===== src/rtl/mux_arb_pkg.sv =====
// Shared types and the round-robin pick helper for mux_sel_arbiter.
// Included by the arbiter top and its pick sub-module.
package mux_arb_pkg;

   localparam int N_REQ = 4;
   localparam int SEL_W = 2;

   typedef enum logic {
      IDLE,
      OWN
   } arb_state_e;

   // Returns {found, idx}; idx is the first set bit searching ptr, ptr+1, ...
   function automatic logic [SEL_W:0] rr_pick(
      input logic [N_REQ-1:0] req,
      input logic [SEL_W-1:0] ptr
   );
      logic [2*N_REQ-1:0] dbl;
      logic [N_REQ-1:0]   rot;
      logic [SEL_W:0]     r;
      dbl = {req, req};
      rot = dbl[ptr +: N_REQ];
      r   = '0;
      for (int k = N_REQ - 1; k >= 0; k--) begin
         if (rot[k]) begin
            r = {1'b1, SEL_W'(int'(ptr) + k)};
         end
      end
      return r;
   endfunction

endpackage


===== src/rtl/mux_sel_arbiter_pick.sv =====
// rr_pick_4: rotate / priority-encode / unrotate over masked requests.
// Mask removes the releasing owner during a direct handoff.
module rr_pick_4
   import mux_arb_pkg::*;
(
   input  logic [N_REQ-1:0] req,
   input  logic [N_REQ-1:0] mask,
   input  logic [SEL_W-1:0] ptr,
   output logic             found,
   output logic [SEL_W-1:0] idx
);

   assign {found, idx} = rr_pick(req & ~mask, ptr);

endmodule


===== src/rtl/mux_sel_arbiter.sv =====
// Round-robin owner arbiter driving the shared 4:1 operand/write-back mux.
// Optional forced revoke after MAX_HOLD cycles when MUX_ARB_TIMEOUT_EN is defined.
module mux_sel_arbiter
   import mux_arb_pkg::*;
#(
   parameter int MAX_HOLD = 16
) (
   input  logic             clk,
   input  logic             reset_n,
   input  logic [N_REQ-1:0] req,
   input  logic [N_REQ-1:0] done,
   output logic [N_REQ-1:0] grant,
   output logic [SEL_W-1:0] sel,
   output logic             busy,
   output logic             timeout
);

   arb_state_e       state, state_d;
   logic [SEL_W-1:0] ptr, ptr_d;
   logic [N_REQ-1:0] grant_d;
   logic [SEL_W-1:0] sel_d;
   logic             busy_d;
   logic             own;
   logic             rel_norm;
   logic             force_rev;
   logic             rel;
   logic             new_grant;
   logic [N_REQ-1:0] mask;
   logic [SEL_W-1:0] pick_ptr;
   logic             found;
   logic [SEL_W-1:0] idx;

   assign own      = (state == OWN);
   assign rel_norm = own & (done[sel] | ~req[sel]);
   assign rel      = rel_norm | force_rev;
   assign pick_ptr = own ? SEL_W'(sel + 1'b1) : ptr;

   always_comb begin
      mask = '0;
      if (own) begin
         mask[sel] = 1'b1;
      end
   end

   rr_pick_4 u_pick (
      .req   (req),
      .mask  (mask),
      .ptr   (pick_ptr),
      .found (found),
      .idx   (idx)
   );

   always_ff @(posedge clk) begin
      if (!reset_n) begin
         state <= IDLE;
      end else begin
         state <= state_d;
      end
   end

   always_comb begin
      state_d = state;
      unique case (state)
         IDLE: if (found) state_d = OWN;
         OWN:  if (rel && !found) state_d = IDLE;
         default: state_d = IDLE;
      endcase
   end

   always_comb begin
      grant_d   = grant;
      sel_d     = sel;
      busy_d    = busy;
      ptr_d     = ptr;
      new_grant = 1'b0;
      if (((state == IDLE) || rel) && found) begin
         grant_d      = '0;
         grant_d[idx] = 1'b1;
         sel_d        = idx;
         busy_d       = 1'b1;
         new_grant    = 1'b1;
      end else if (rel) begin
         grant_d = '0;
         busy_d  = 1'b0;
      end
      if (rel) begin
         ptr_d = SEL_W'(sel + 1'b1);
      end
   end

   always_ff @(posedge clk) begin
      if (!reset_n) begin
         grant <= '0;
         sel   <= '0;
         busy  <= 1'b0;
         ptr   <= '0;
      end else begin
         grant <= grant_d;
         sel   <= sel_d;
         busy  <= busy_d;
         ptr   <= ptr_d;
      end
   end

`ifdef MUX_ARB_TIMEOUT_EN
   logic [7:0] hold_cnt;

   // Revoke only when the owner has not already released this cycle.
   assign force_rev = own & ~rel_norm & (hold_cnt == 8'(MAX_HOLD - 1));

   always_ff @(posedge clk) begin
      if (!reset_n) begin
         hold_cnt <= '0;
         timeout  <= 1'b0;
      end else begin
         timeout <= force_rev;
         if (new_grant) begin
            hold_cnt <= '0;
         end else if (own) begin
            hold_cnt <= hold_cnt + 8'd1;
         end
      end
   end
`else
   assign force_rev = 1'b0;
   assign timeout   = 1'b0;
`endif

endmodule


===== config.mk =====
export PLATFORM = sky130hd
export DESIGN_NAME = mux_sel_arbiter
export DESIGN_NICKNAME = d
export VERILOG_FILES = /design/src/rtl/mux_arb_pkg.sv /design/src/rtl/mux_sel_arbiter_pick.sv /design/src/rtl/mux_sel_arbiter.sv
export SDC_FILE = /design/constraint.sdc
export NUM_CORES = 1
export LEC_CHECK = 0
export CAP_MARGIN = 10
export CORE_AREA = 2 2 39 41
export CTS_CLUSTER_DIAMETER = 120
export DETAILED_ROUTE_END_ITERATION = 10
export DIE_AREA = 0 0 41 43
export DONT_BUFFER_PORTS = 1
export PLACE_DENSITY = 0.72
export SLEW_MARGIN = 30
export SYNTH_ARGS = -nofsm -noshare
export SYNTH_HDL_FRONTEND = slang
export SYNTH_HIERARCHICAL = 1
export SYNTH_SLANG_ARGS = --single-unit

===== constraint.sdc =====
create_clock -name clk -period 4.6 [get_ports clk]
set_clock_uncertainty 0.05 [all_clocks]
set_input_delay 0.92 -clock clk [delete_from_list [all_inputs] [get_ports clk]]
set_output_delay 0.92 -clock clk [all_outputs]
set_load 0.1 [all_outputs]

=== Yosys cells after proc, flatten, opt, wreduce, memory -nomap -nowiden ===
Cells that the tools add are included.
Widths: inputs -> output; s select.

* Register bits after elaboration: 10
* Bits of input ports: 10
* Output and inout bits: 8
* Logic and storage cells: 48

* Add/subtract/negate cells: 4
* $lt $le $gt $ge: 4
* Shift operators: 1
* Mux-type cells: 21
* Bitwise gates (word level): 6
* Reductions and logical operators: 7

{| class="wikitable"
|+ Operator list
! kind !! number
|-
| $mux 3 || 4
|-
| $mux 4 || 3
|-
| $mux 1 || 8
|-
| $shiftx 8x3->4 || 1
|-
| $lt 2x3->1 const B || 2
|-
| $add 2x1->2 const B || 2
|-
| $add 2x2->2 const B || 2
|-
| $and 4x4->4 || 1
|-
| $bmux 1 s2 || 2
|-
| $demux 1 s2 || 2
|-
| $ge 2x1->1 const B || 2
|-
| $logic_and 1x1->1 || 4
|-
| $not 4->4 || 1
|-
| $mux 2 || 1
|-
| $not 1->1 || 2
|-
| $pmux 1 s2 || 1
|-
| $reduce_bool 2->1 || 1
|-
| $and 1x1->1 || 1
|-
| $logic_not 1->1 || 1
|-
| $logic_or 1x1->1 || 1
|-
| $or 1x1->1 || 1
|}

=== Depth between registers and ports, before layout ===
Gate-level depths: netlist of run 1.

* Word-level depth: 17
* Depth in mapped cells: 10
* Depth with buffers taken out: 10

=== Cells and area by module ===
Netlist of run 1, hierarchy kept.

{| class="wikitable"
|+ By module, submodules not included
! module !! instances !! cells an instance !! area each (um^2) !! sequential area each (um^2)
|-
| mux_sel_arbiter || 1 || 71 || 644.4 || 200.2
|-
| rr_pick_4 || 1 || 15 || 123.9 || 0.0
|}

=== Worst setup path after synthesis of run 1 ===
OpenSTA, ideal clock, no wires.

* Path kind: register to register
* From: reg sel[0]
* To: reg grant[2]
* Setup time: 70 ps
* Arrival: 2826 ps
* Required time: 4480 ps
* Setup slack: 1654 ps
* Stages on the path, launching flop included: 9
* Buffers on the path: 0
* Period minus slack after synthesis: 2946 ps
* Cell sequence: dfxtp_1 > inv_2 > ha_1 > mux2_2 > a311oi_2 > a2bb2oi_2 > inv_1 > or3_1 > o2bb2ai_1

* Elaborated cells between the ends (all ways): 34
* Classes of those cells: 4 x add/sub; 4 x order compare; 1 x shift; 15 x mux; 5 x bitwise; 5 x reduce/logical

{| class="wikitable"
|+ RTL lines
! element !! RTL line !! text
|-
| start: declaration || mux_sel_arbiter.sv:13 || <nowiki>output logic [SEL_W-1:0] sel,</nowiki>
|-
| start signal: assignment || mux_sel_arbiter.sv:99 || <nowiki>sel <= sel_d;</nowiki>
|-
| $add 2x1->2 (*) || mux_sel_arbiter.sv:36 || <nowiki>assign pick_ptr = own ? SEL_W'(sel + 1'b1) : ptr;</nowiki>
|-
| $mux 2 (*) || mux_sel_arbiter.sv:36 ||
|-
| via pick_ptr[1] || mux_sel_arbiter.sv:29 || <nowiki>logic [SEL_W-1:0] pick_ptr;</nowiki>
|-
| $add 2x2->2 or $shiftx 8x3->4 (tied branches) || mux_arb_pkg.sv:26, mux_arb_pkg.sv:22 ||
|-
| $mux 3 (3 in series) || mux_arb_pkg.sv:25 || <nowiki>if (rot[k]) begin</nowiki>
|-
| $mux 3 (*) || mux_arb_pkg.sv:25 ||
|-
| via idx[1] || mux_sel_arbiter.sv:31 || <nowiki>logic [SEL_W-1:0] idx;</nowiki>
|-
| $lt 2x3->1 (implied by the code) or $ge 2x1->1 (tied branches) || mux_sel_arbiter.sv:78 || <nowiki>grant_d[idx] = 1'b1;</nowiki>
|-
| $logic_and 1x1->1 (implied by the code) || mux_sel_arbiter.sv:78 ||
|-
| $mux 1 (implied by the code) || mux_sel_arbiter.sv:78 ||
|-
| $demux 1 s2 (*) || mux_sel_arbiter.sv:78 ||
|-
| $mux 4 (*) || mux_sel_arbiter.sv:76 || <nowiki>if (((state == IDLE) || rel) && found) begin</nowiki>
|-
| end signal: assignment || mux_sel_arbiter.sv:98 || <nowiki>grant <= grant_d;</nowiki>
|-
| end: declaration || mux_sel_arbiter.sv:12 || <nowiki>output logic [N_REQ-1:0] grant,</nowiki>
|}

The timed path passes the listed nets; every way through them passes the cells marked *. The select of a mux whose other input is x is not followed.
A chain may end at the register's enable or synchronous reset.

=== Worst setup path after layout of run 1 ===
Same ends and word-level chain as after synthesis.

==> results of run 1 <==
through the flow:
step	cell area (um^2)	power (mW)	util	hold WS [ns]	instances
2_1_floorplan	768	0.284	-	0.400	86
3_3_place_gp	785	0.304	0.567	0.412	101
3_5_place_dp	786	0.307	0.568	0.417	101
4_1_cts	822	0.386	0.594	0.429	105
5_1_grt	822	0.404	0.594	0.474	105
6_report	822	0.387	0.594	0.428	105
flip-flops by register name, indices dropped and copies added, names as in the netlist:
signal and flops:
sel 2, own 1, busy 1, ptr 2, grant 4
power groups by stage:
stage	sequential, mW	clock [mW]	combinational [mW]
2_1_floorplan	0.193	0	0.0915
3_3_place_gp	0.185	0	0.119
3_5_place_dp	0.185	0	0.121
4_1_cts	0.184	0.0807	0.122
5_1_grt	0.186	0.0825	0.135
6_report	0.184	0.0796	0.123
layout by cell type (no fill, tap or decap):
master | netlist | layout
dfxtp_1 | 10 | 9
inv_1 | 7 | 7
a21oi_1 | 7 | 7
nor2b_1 | 5 | 5
and2_1 | 4 | 4
nand2b_1 | 4 | 4
o21ai_0 | 4 | 4
nor2_1 | 4 | 4
ha_1 | 4 | 4
nand3_1 | 3 | 3
o2bb2ai_1 | 3 | 3
nand2_1 | 3 | 3
clkbuf_4 | 0 | 3
mux2_2 | 2 | 2
mux4_2 | 2 | 2
or3_1 | 2 | 2
a32o_2 | 2 | 2
o21bai_1 | 2 | 2
o221ai_1 | 2 | 2
inv_2 | 1 | 1
or2b_1 | 1 | 1
a211oi_4 | 1 | 1
mux2i_1 | 1 | 1
nand3b_1 | 1 | 1
or3b_2 | 1 | 1
a221oi_1 | 1 | 1
a31oi_1 | 1 | 1
o21a_1 | 1 | 1
conb_1 | 1 | 1
clkbuf_8 | 0 | 1
buf_4 | 1 | 1
dfxtp_2 | 0 | 1
nor2b_4 | 1 | 1
nand2b_4 | 1 | 1
a311oi_2 | 1 | 1
a2bb2oi_2 | 1 | 1
worst paths after layout:
kind,end,cells past startpoint
worst max-delay path,grant[2],8
worst min-delay path,ptr[0],2
worst max register to register,grant[2],8
worst min register to register,ptr[0],2
critical path, cell delays in order (launching register included):
cell and delay, ns:
dfxtp_2 0.74, inv_2 0.21, ha_1 0.36, mux2_2 0.30, a311oi_2 0.24, a2bb2oi_2 0.23, inv_1 0.08, or3_1 0.36
o2bb2ai_1 0.14
cells by family (layout without fill, tap and decap cells):
| family | count (synthesis) | count (layout) |
|---|---|---|
| simple gates | 30 | 30 |
| fa+ha+maj | 4 | 4 |
| other cells | 1 | 1 |
| flops | 10 | 10 |
| compound gates | 26 | 26 |
| buf+inv | 10 | 13 |
| mux | 5 | 5 |
final cells by class:
class / count / area, um^2
timing repair buffer: 1 / 7.51
tap: 16 / 20.0
multi-input combinational: 66 / 527
inverter: 8 / 30.0
fill: 130 / 562
clock buffer: 4 / 36.3
sequential: 10 / 201
routing by layer:
layer / up-vias / share of wire / routed length (um)
met1: 287 / 0.45 / 761
met3: 4 / 0.065 / 109
met4: 0 / 0.014 / 24
met5: - / 0 / 0
met2: 24 / 0.47 / 787
li1: 314 / - / -
==> impl_results.md, run 1 <==
- Status: finished, final reports clean
- GR peak layer: met2
- Slew Limit Fails: 0
- Worst-Margin Slew: 0.973 ns
- Clk pwr share: 0.206
- GPL Wtd Cong: 0.819
- Pwr/cell area: between 400 and 500 nW/um^2
- Worst R2R Setup Slack: between 1.5 and 2 ns
- PostCTS Resize Cnt: 0
- Synth top cells by count: dfxtp_1, a21oi_1, inv_1
- Synth top area share: 0.261
- Switch Pwr: approximately 0.19 mW
- Max-capacitance violation count: 0
- Die ar.: 1760 um^2
- Largest family of logic cells by synthesized area: compound AO/OA/AOI/OAI gates
- Synth-to-layout area growth: 7.00%
- Async SR Flop Fraction: 0
- CP Capture Type: register
- Leak pwr: 0.340 nW
- Fin crit period: 2.76 ns
- Die Y-Extent: approximately 43 um
- GRT met2 Usage: 0.350
- Post-synthesis area per instance: slightly below 9 um^2
- Routed len/inst: about 16 um
- Hold_sp: ptr[0]
- CTS Root Cell: clkbuf_4
- Yosys reg bits: 10
- Crit Path Category: reg -> reg
- Synth Flop Type: dfxtp_1
- Max Freq: between 300 and 400 MHz
- Final net count: about 100
- Worst EP arrival: just under 3 ns
- Post-synthesis xor/xnor area fraction: 0
- Post-synthesis compound-gate area fraction: 0.272
- Clk buf depth: 2
- Worst-Skew Late Latency: ~0.27 ns
- Die W: between 40 and 50 um
- CP Data Required Time: about 4.8 ns
- Top-count cell post-synth: dfxtp_1
- Vias: 629
- Clock slew at reported path FFs: around 0.070 ns
- Dpl ws: 1.89 ns
- Sequential area share after synthesis: 0.261
- CTS tree: done
- Final worst slack: around 1.8 ns
- Largest net degree at the start of global routing: 16
- RSZ-0062 raised after global routing: false
- GR met1 Demand/Resource: 0.259
- DR vias/cell: approximately 6
- Met3 GRT Util: 0.0262
- Core area: roughly 1400 um^2
- Cts bufs inserted: 3
- Adder-Cell Fraction of Synth Area: 0.0651
- Post-synthesis mux area share: 0.101
- Fraction of layout cells with a size suffix above 1: 0.213
- Remaining global-route overflow: 0
- Maximum VDD drop: 0.000323 V
- Placement Rows: 14
- Synth Warn #: 6
- Synth cell types: 34
- Initial Util: 0.555
- Number of clock sinks: 10
- Postcts setup bufs: 0
- Synth Net Count: 100
- Gate power share: 0.319
- Vias in the first global route: between 600 and 700
- # port buffers: 0
- Sequential Power Share: 0.475
- Largest cells by area after synthesis: dfxtp_1, ha_1, mux4_2
- Post-synth top area cell: dfxtp_1
- Class of the tightest hold or removal check: reg -> reg
- Hold-fix buffers, CTS: 0
- Max_slew headroom: 0.351
- Final setup viols: 0
- 1st-iter DRT viols: 20
- Switching share of total power: 0.486
- Cell count after synthesis: 86
- DP Wirelength: approximately 1300 um
- Final Hold Viols: 0
- Simple-Gate Fraction of Synth Area: 0.243
- H-tree levels: 1
- I/O pin total: 18
- Total wire length: between 1500 and 2000 um
- Startpoint types: register
- CP Max Fanout: 7
- DR pass1 iterations: 4
- N_diodes: 0
- Setup TNS Final: 0 ns
- First-pass GRT wire length: ~2500 um
- Critical Path Source: sel[0]
- Initial antenna violation count: 0
- Period utilisation layout: 0.601
- EDFF count, synth: 0
- # DRC: 0
- Cell Int Power: about 0.20 mW
- DRT antenna net count: 0
- Mapped Area: between 700 and 800 um^2
- Launching point of the worst reg2reg path: sel[0]
- Tot GR Track Use: 0.216
No activity file was read; power rests on OpenSTA's default activity.
==> inputs of run 2 (changes only) <==
- CORE_AREA: 2 2 39 41 -> not set
- CORE_MARGIN: not set -> 2
- CORE_UTILIZATION: not set -> 54
- DIE_AREA: 0 0 41 43 -> not set
- PLACE_DENSITY: 0.72 -> 0.71
- clock period: 4.6 -> 2.2 ns (I/O delays scaled with it)
==> impl_results.md, run 2 (same netlist as run 1, synthesis figures left out) <==
- Register-to-Register Path Depth: 7 (was 8)
- Max Freq: 484 MHz (was 362 MHz)
- DRT antenna net count: 0 (unchanged)
- DP Wirelength: 1320 um (was 1290 um)
- Switch Pwr: 0.405 mW (was 0.188 mW)
- Initial antenna violation count: 0 (unchanged)
- DR pass1 iterations: 4 (unchanged)
- Fin Hold WS: 0.243 ns (was 0.428 ns)
- Most frequent cells in the layout: buf_4, dfxtp_1, a21oi_1 (was dfxtp_1, inv_1, a21oi_1)
- Gate power share: 0.551 (was 0.319)
- I/O pin total: 18 (unchanged)
- Period utilisation layout: 0.939 (was 0.601)
- Pwr/cell area: 920 nW/um^2 (was 471 nW/um^2)
- CP max stage delay: 0.50 ns (was 0.74 ns)
- Crit Path Category: reg -> reg (unchanged)
- Launching point of the worst reg2reg path: own (was sel[0])
- Switching share of total power: 0.485 (was 0.486)
- First-pass GRT wire length: 2690 um (was 2530 um)
- # port buffers: 0 (unchanged)
- Placement Rows: 13 (was 14)
- Biggest regs: grant (4), ptr (2), sel (2) (unchanged)
- N_diodes: 0 (unchanged)
- Max-capacitance violation count: 0 (unchanged)
- CTS Root Cell: clkbuf_4 (unchanged)
- Die ar.: 1740 um^2 (was 1760 um^2)
- Clk buf depth: 2 (unchanged)
- Tot GR Track Use: 0.202 (was 0.216)
- Number of flip-flops in the largest register: 4 (unchanged)
- Maximum VDD drop: 0.000667 V (was 0.000323 V)
- Class of the tightest hold or removal check: in -> reg (was reg -> reg)
- Postcts setup bufs: 0 (unchanged)
- DR vias/cell: 5.70 (was 5.99)
- RSZ-0062 raised after global routing: false (unchanged)
- Most common cell after layout, fill and taps aside: buf_4 (was dfxtp_1)
- Vias: 644 (was 629)
- Largest delay share family, worst path: flip-flops (unchanged)
- Cts bufs inserted: 3 (unchanged)
- Sequential Power Share: 0.287 (was 0.475)
- GPL Wtd Cong: 0.810 (was 0.819)
- PostCTS Resize Cnt: 0 (unchanged)
- Hold-fix buffers, CTS: 0 (unchanged)
- Hold Crit Depth: 1 (was 2)
- CP Capture Type: register (unchanged)
- CP Data Required Time: 2.35 ns (was 4.75 ns)
- WHS Endpoint: sel[0] (was ptr[0])
- Core area: 1320 um^2 (was 1380 um^2)
- Final net count: 113 (was 104)
- Final Hold Viols: 0 (unchanged)
- CTS tree: done (unchanged)
- Startpoint types: register (unchanged)
- Largest net degree at the start of global routing: 10 (was 16)
- Die W: 41.7 um (was 41 um)
- Most flop-heavy register: grant (unchanged)
- Non-filler cells, final: 113 (was 105)
- Final Util: 0.689 (was 0.594)
- Critical-path cell list: inv_1 -> mux2_2 -> o21bai_1 -> a2bb2oi_2 -> buf_4 -> or3_1 -> o2bb2ai_1 (was inv_2 -> ha_1 -> mux2_2 -> a311oi_2 -> a2bb2oi_2 -> inv_1 -> or3_1 -> o2bb2ai_1)
- CP Max Fanout: 9 (was 7)
- # DRC: 0 (unchanged)
- CP bufs+invs: 2 (unchanged)
- Leak pwr: 0.385 nW (was 0.340 nW)
- Placed Cells: 109 (was 101)
- Hold_sp: reset_n (was ptr[0])
- 1st-iter DRT viols: 12 (was 20)
- Initial Util: 0.583 (was 0.555)
- H-tree levels: 1 (unchanged)
- Clock slew at reported path FFs: 0.07 ns (about the same)
- Slew Limit Fails: 0 (unchanged)
- Vias in the first global route: 657 (was 626)
- Setup TNS Final: 0 ns (unchanged)
- Final setup viols: 0 (unchanged)
- Routed len/inst: 14.4 um (was 16.0 um)
- Clk pwr share: 0.162 (was 0.206)
- Final total power: 0.835 mW (was 0.387 mW)
- Crit-path slowest cell: dfxtp_1 (was dfxtp_2)
- Number of clock sinks: 10 (unchanged)
- Die Y-Extent: 41.7 um (was 43 um)
- Synth-to-layout area growth: 18.2% (was 7.00%)
- Total wire length: 1630 um (was 1680 um)
- Worst-Skew Late Latency: 0.27 ns (about the same)
- Cell Int Power: 0.431 mW (was 0.199 mW)
- Status: finished, final reports clean (unchanged)
- Fraction of layout cells with a size suffix above 1: 0.306 (was 0.213)
- Fin crit period: 2.07 ns (was 2.76 ns)
- Remaining global-route overflow: 0 (unchanged)
- Crit Reg-Reg Endpoint: grant[0] (was grant[2])
- Worst EP arrival: 2.21 ns (was 2.91 ns)
- Worst R2R Setup Slack: 0.13 ns (was 1.84 ns)
-- run 2: power groups by stage --
| stage | combinational [mW] | clock [mW] | sequential (mW) |
|---|---|---|---|
| 6_report | 0.460 | 0.135 | 0.240 |
| 5_1_grt | 0.491 | 0.144 | 0.244 |
| 4_1_cts | 0.461 | 0.139 | 0.240 |
| 3_5_place_dp | 0.460 | 0 | 0.244 |
| 3_3_place_gp | 0.456 | 0 | 0.243 |
| 2_1_floorplan | 0.203 | 0 | 0.411 |
-- run 2: cell type report --
class / count / area, um^2
timing repair buffer: 10 / 75.1
sequential: 10 / 208
clock buffer: 4 / 26.3
fill: 102 / 409
multi-input combinational: 66 / 543
tap: 15 / 18.8
inverter: 8 / 37.5
-- run 2: worst reg2reg max path, stage by stage (launching register included) --
cell       delay (ns)
dfxtp_1          0.50
inv_1            0.16
mux2_2           0.34
o21bai_1         0.20
a2bb2oi_2        0.08
buf_4            0.15
or3_1            0.36
o2bb2ai_1        0.15
-- run 2: metrics by stage --
| step | instance area [um^2] | setup WS, ns |
|---|---|---|
| 4_1_cts | 908 | 0.132 |
| 3_5_place_dp | 882 | 0.177 |
| 5_1_grt | 908 | 0.0304 |
| 2_1_floorplan | 800 | -0.0162 |
| 6_report | 908 | 0.134 |
| 3_3_place_gp | 882 | 0.187 |
-- run 2: how the worst max path moves through the flow --
stage	from	cells past startpoint	to
final	own	7	grant[0]
after global routing	own	7	grant[0]
after CTS	own	7	grant[0]
after detailed placement	own	7	grant[0]
after global placement	own	7	grant[0]
after floorplan	sel[1]	8	grant[2]
-- run 2: per-layer routing --
layer / part of all wire / wire (um) / vias up / global-route usage
met5: 0 / 0 / - / 0
met4: 0.021 / 35 / 0 / 0.116
met3: 0.049 / 80 / 5 / 0.0217
met2: 0.48 / 779 / 19 / 0.344
met1: 0.45 / 737 / 285 / 0.244
li1: - / - / 335 / -
==> inputs of run 3 (changes only) <==
- TNS_END_PERCENT: not set -> 20
==> results of run 3 <==
Final layout, timing and power as in run 2 (identical DEF).
